`src/rtl/pdu_imem_arbiter.sv`:
```
// pdu_imem_arbiter
// Shares the single synchronous read port of the PDU instruction memory
// between the CPU fetch path and the PDU debug/inspection path. Requests use
// valid/ready handshakes. The read data is captured one cycle after the
// address is presented, and it is returned on the owning requester's
// response channel. Only one read is outstanding at any time.
//
// Ports
//   sys_clk, sys_rst          clock and synchronous active-high reset
//   cpu_req_valid/addr/ready  CPU read request channel
//   cpu_resp_valid/data/ready CPU response channel
//   pdu_req_valid/addr/ready  PDU debug read request channel
//   pdu_resp_valid/data/ready PDU response channel
//   imem_addr, imem_data      IMEM read port (data valid one cycle later)
//   arb_busy                  high whenever a read is outstanding
//
// Configuration
//   PDU_IMEM_ARB_RR_EN  when defined, conflicts are resolved round-robin.
//                       The first conflict after reset goes to the CPU.
//                       When undefined, the PDU always wins a conflict.
module pdu_imem_arbiter #(
  parameter int DEPTH = 12
) (
  input  logic             sys_clk,
  input  logic             sys_rst,
  input  logic             cpu_req_valid,
  input  logic [DEPTH-1:0] cpu_req_addr,
  output logic             cpu_req_ready,
  output logic             cpu_resp_valid,
  output logic [31:0]      cpu_resp_data,
  input  logic             cpu_resp_ready,
  input  logic             pdu_req_valid,
  input  logic [DEPTH-1:0] pdu_req_addr,
  output logic             pdu_req_ready,
  output logic             pdu_resp_valid,
  output logic [31:0]      pdu_resp_data,
  input  logic             pdu_resp_ready,
  output logic [DEPTH-1:0] imem_addr,
  input  logic [31:0]      imem_data,
  output logic             arb_busy
);

  typedef enum logic [1:0] {
    ST_IDLE = 2'd0,
    ST_READ = 2'd1,
    ST_RESP = 2'd2
  } state_e;

  state_e           state_q, state_d;
  logic             owner_q, owner_d;   // 0: CPU, 1: PDU
  logic [DEPTH-1:0] addr_q, addr_d;
  logic [31:0]      data_q, data_d;

  logic             owner_resp_ready;
  logic             issue;
  logic             win_pdu;
  logic [DEPTH-1:0] win_addr;

`ifdef PDU_IMEM_ARB_RR_EN
  logic             last_q;             // last winner: 0 CPU, 1 PDU

  // Round-robin pointer. It moves only when a read is actually issued.
  always_ff @(posedge sys_clk) begin
    if (sys_rst) begin
      last_q <= 1'b1;                   // "PDU last" so the CPU wins first
    end else if (issue) begin
      last_q <= win_pdu;
    end
  end
`endif

  // Arbitration and issue decision
  always_comb begin
    owner_resp_ready = owner_q ? pdu_resp_ready : cpu_resp_ready;
    if (cpu_req_valid && pdu_req_valid) begin
`ifdef PDU_IMEM_ARB_RR_EN
      win_pdu = ~last_q;
`else
      win_pdu = 1'b1;
`endif
    end else begin
      win_pdu = pdu_req_valid;
    end
    win_addr = win_pdu ? pdu_req_addr : cpu_req_addr;
    // Gating with sys_rst prevents a handshake that the reset would lose.
    // Issue is allowed in IDLE, or in RESP in the same cycle that the
    // owner takes its response (back-to-back).
    issue = !sys_rst && (cpu_req_valid || pdu_req_valid) &&
            ((state_q == ST_IDLE) ||
             ((state_q == ST_RESP) && owner_resp_ready));
  end

  // Next-state logic
  always_comb begin
    state_d = state_q;
    owner_d = owner_q;
    addr_d  = addr_q;
    data_d  = data_q;
    case (state_q)
      ST_IDLE: state_d = ST_IDLE;
      ST_READ: begin
        data_d  = imem_data;
        state_d = ST_RESP;
      end
      ST_RESP: begin
        if (owner_resp_ready) begin
          state_d = ST_IDLE;
        end else begin
          state_d = ST_RESP;
        end
      end
      default: state_d = ST_IDLE;
    endcase
    if (issue) begin
      owner_d = win_pdu;
      addr_d  = win_addr;
      state_d = ST_READ;
    end
  end

  // State registers
  always_ff @(posedge sys_clk) begin
    if (sys_rst) begin
      state_q <= ST_IDLE;
      owner_q <= 1'b0;
      addr_q  <= '0;
      data_q  <= 32'd0;
    end else begin
      state_q <= state_d;
      owner_q <= owner_d;
      addr_q  <= addr_d;
      data_q  <= data_d;
    end
  end

  // Output decode
  always_comb begin
    cpu_req_ready  = issue && !win_pdu;
    pdu_req_ready  = issue && win_pdu;
    // The address goes straight through on issue so that IMEM samples it
    // this cycle. Otherwise the address of the last accepted read is held.
    imem_addr      = issue ? win_addr : addr_q;
    cpu_resp_valid = (state_q == ST_RESP) && !owner_q;
    pdu_resp_valid = (state_q == ST_RESP) && owner_q;
    cpu_resp_data  = data_q;
    pdu_resp_data  = data_q;
    arb_busy       = (state_q != ST_IDLE);
  end

endmodule

```
`config.mk`:
```
export PLATFORM = sky130hd
export DESIGN_NAME = pdu_imem_arbiter
export DESIGN_NICKNAME = d
export VERILOG_FILES = /design/src/rtl/pdu_imem_arbiter.sv
export SDC_FILE = /design/constraint.sdc
export NUM_CORES = 1
export LEC_CHECK = 0
export CELL_PAD_IN_SITES_DETAIL_PLACEMENT = 1
export CELL_PAD_IN_SITES_GLOBAL_PLACEMENT = 1
export CORE_MARGIN = 2
export CORE_UTILIZATION = 27
export DETAILED_ROUTE_END_ITERATION = 12
export HOLD_SLACK_MARGIN = 0.08
export PLACE_DENSITY_LB_ADDON = 0.1
export SETUP_SLACK_MARGIN = 0.2
export SYNTH_ARGS = -nofsm -noshare
export SYNTH_HDL_FRONTEND = slang
export SYNTH_SLANG_ARGS = --single-unit
```
`constraint.sdc`:
```
create_clock -name sys_clk -period 2.4 [get_ports sys_clk]
set_clock_uncertainty 0.1 [all_clocks]
set_input_delay 0.48 -clock sys_clk [delete_from_list [all_inputs] [get_ports sys_clk]]
set_output_delay 0.48 -clock sys_clk [all_outputs]
set_load 0.05 [all_outputs]
```
==> run_results.csv <==
group,metric,value,unit
setup_path,largest_fanout_on_the_critical_path,7,
clock_tree,clock_tree.buffer_depth,2,
synth,synth.cell_area,2390,um2
synth,synthesis.area_per_instance,10.7,um2
grt,grt_first_pass_wirelength,10.7,mm
floorplanning,site_rows,34,
sta,worst-slew-pin-transition,0.510,ns
synth,ys.warnings.count,0,
setup_path,class_of_the_most_critical_setup_path,"flop to primary output",
sta,post-route-min-period,2.47,ns
sta,grt_setup_unrepaired,"true",
drt,drc,0,
clock_tree,htree_num_levels,2,
setup_path,worst_r2r_path_depth,7,
pwr,power.density_cell_area,649,nW/um2
pwr,worst_ir_drop_vdd,0.000250,V
setup_path,crit_path_end_kind,"primary output",
clock_tree,cts-buffers-inserted,5,
clock_tree,clk_pin_slew_worst_paths,0.09,ns
sta,period_share,1.03,
pwr,p_leak,0.00164,uW
pwr,finalPower,2630,uW
drt,detailroute.via_count,1962,
grt,total_routing_usage_reported_by_global_routing,0.136,
synth,yosys.area.top_type,"sky130_fd_sc_hd__dfxtp_1",
floorplanning,die_w,98.2,um
placed_design,buffer_ports.inserted,142,
flow_run,drv.max_cap_violation_count,0,
finish,num_antenna_cells,0,
setup_path,critical_path.startpoint_type,"flop",
synth,synthesis.nets,289,
worst_hold_path,min_delay_path_depth,2,
synth,netlist_top_cells_area,"sky130_fd_sc_hd__dfxtp_1 (39%), sky130_fd_sc_hd__mux2i_1 (14%), sky130_fd_sc_hd__buf_4 (10%)",
drt,detailedRoute.firstPassIterationCount,4,
finish,final_layout_size_suffix_gt1_frac,0.282,
grt,first_global_vias,2088,
sta,slew_headroom,0.659,
finish,areaGrowthSynthToFinish,69.5,%
synth,synthesis.instances,224,
floorplanning,ios,143,
drt,routed_wl,6.46,mm
synth,synth.distinct_cells,24,
finish,nNetsFinal,415,
sta,timing.final.ws_setup,-0.0735,ns
run_status,failed_checks,"setup timing",
floorplanning,start_util,0.276,
clock_tree,numClockSinks,47,
worst_hold_path,hold_path.class,"flop to flop",
placed_design,placement.setup.worst_slack,-0.312,ns
drt,dr.first_iter.drc_count,13,
drt,vias_per_cell,4.27,
grt,grt_antenna_before_repair,0,
floorplanning,area_of_the_die,9640,um2
synth,synth_sequential_area_ratio,0.393,
grt,grt_max_degree,47,
synth,synth_flop_cell,"sky130_fd_sc_hd__dfxtp_1",
synth,yosysMostFrequentCell,"sky130_fd_sc_hd__dfxtp_1",
floorplanning,core_region_area,8680,um2
grt,grt_overflow,0,
synth,synth_commonest_cells,"sky130_fd_sc_hd__dfxtp_1 (47), sky130_fd_sc_hd__mux2i_1 (33), sky130_fd_sc_hd__nor2_1 (33)",
clock_tree,insertion_delay,0.29,ns
synth,synth-edff-count,0,
drt,number_of_routed_nets_with_antenna_violations,0,
setup_path,crit_required,1.82,ns
clock_tree,tritoncts,"done",
setup_path,cp_data_arrival_time,1.89,ns
finish,final_core_utilization,0.468,
placed_design,gp_routability_congestion,0.674,
sta,count_of_final_hold_check_violations,0,
synth,netlist.area_leader.share,0.393,
floorplanning,die_h,98.2,um
synth,postSynth.asyncResetShare,0,
sta,final.hold.worst_slack,0.426,ns
sta,max_freq,404,MHz
clock_tree,clockRootBuffer,"sky130_fd_sc_hd__clkbuf_8",
drt,route.detailed.wl_per_inst,14.1,um
sta,final_setup_viols,13,
run_status,status,"finished with violations",
placed_design,place.detailed.hpwl,4.56,mm
synth,postSynthRegisterBits,47,
sta,number_of_max_slew_violations_in_the_final_report,0,
sequential cells by signal, indices dropped and copies added (netlist names):
name and cells:
state_q 2, owner_q 1, cpu_resp_data 32, addr_q 12
power by group:
part | internal [uW] | total, uW | leakage, uW | switching, uW
Combinational | 539 | 1200 | 0.00121 | 658
Sequential | 852 | 902 | 0.000387 | 50.0
Clock | 263 | 535 | 0.0000505 | 273
Total | 1650 | 2630 | 0.00164 | 981
metal layers:
metal	track usage	up-vias	wire (um)
met5	0	-	0
met2	0.226	81	3100
met4	0.0285	0	48
met3	0.0365	5	416
met1	0.179	916	2900
li1	-	960	-
layout make-up:
type | instances | area, um2
multi-input combinational | 127 | 1170
timing repair buffer | 163 | 1660
clock buffer | 7 | 96.3
fill | 963 | 4620
clock inverter | 1 | 7.51
sequential | 47 | 946
tap | 108 | 135
timing repair inverter | 1 | 11.3
inverter | 5 | 33.8
critical path, stage by stage, from the launching register on:
cell and delay (ns):
sky130_fd_sc_hd__dfxtp_2 0.35, sky130_fd_sc_hd__inv_4 0.07, sky130_fd_sc_hd__ha_4 0.17, sky130_fd_sc_hd__inv_4 0.04
sky130_fd_sc_hd__a211o_4 0.39, sky130_fd_sc_hd__inv_8 0.11, sky130_fd_sc_hd__mux2_4 0.31, sky130_fd_sc_hd__buf_8 0.15
kinds of logic after synthesis:
logic type,Yosys count,share of synthesized area
mux,69,0.331
buf+inv,50,0.145
simple gates,49,0.0961
flops,47,0.393
compound gates,6,0.0199
fa+ha+maj,3,0.0157
placed cells by master (no fill, tap or decap), drive strengths merged:
master	instances
buf	39
a211o	1
dfxtp	47
mux2i	33
clkdlybuf4s50	120
nor4b	1
ha	3
nor2	33
nor2b	12
and2	2
clkinvlp	1
o2bb2ai	1
a21oi	2
mux2	36
clkbuf	7
o21ai	1
inv	6
o22ai	1
and2b	1
dlygate4sd2	4
path summary, 6_finish.rpt:
check | start | endpoint | slack [ns]
min reg2reg | cpu_resp_data[0] | cpu_resp_data[0] | 0.43
max reg2reg | state_q[0] | addr_q[5] | 0.56
min | cpu_resp_data[0] | cpu_resp_data[0] | 0.43
max | state_q[0] | imem_addr[5] | -0.07
through the flow:
step / setup TNS, ns / area [um2] / cells
final: -0.853 / 4060 / 459
after global routing: -1.79 / 4060 / 459
after CTS: -1.35 / 4040 / 458
after detailed placement: -3.88 / 3750 / 446
after global placement: -3.60 / 3750 / 446
after floorplan: 0 / 2400 / 224
repair_timing:
item,4_1_cts,5_1_grt
setup endpoints to repair,14,14
pin swaps,3,2
cloned,1,0
hold buffers,0,0
resized for setup,49,4
setup buffers,3,1
Note: power is estimated with default switching activity, not from simulation.
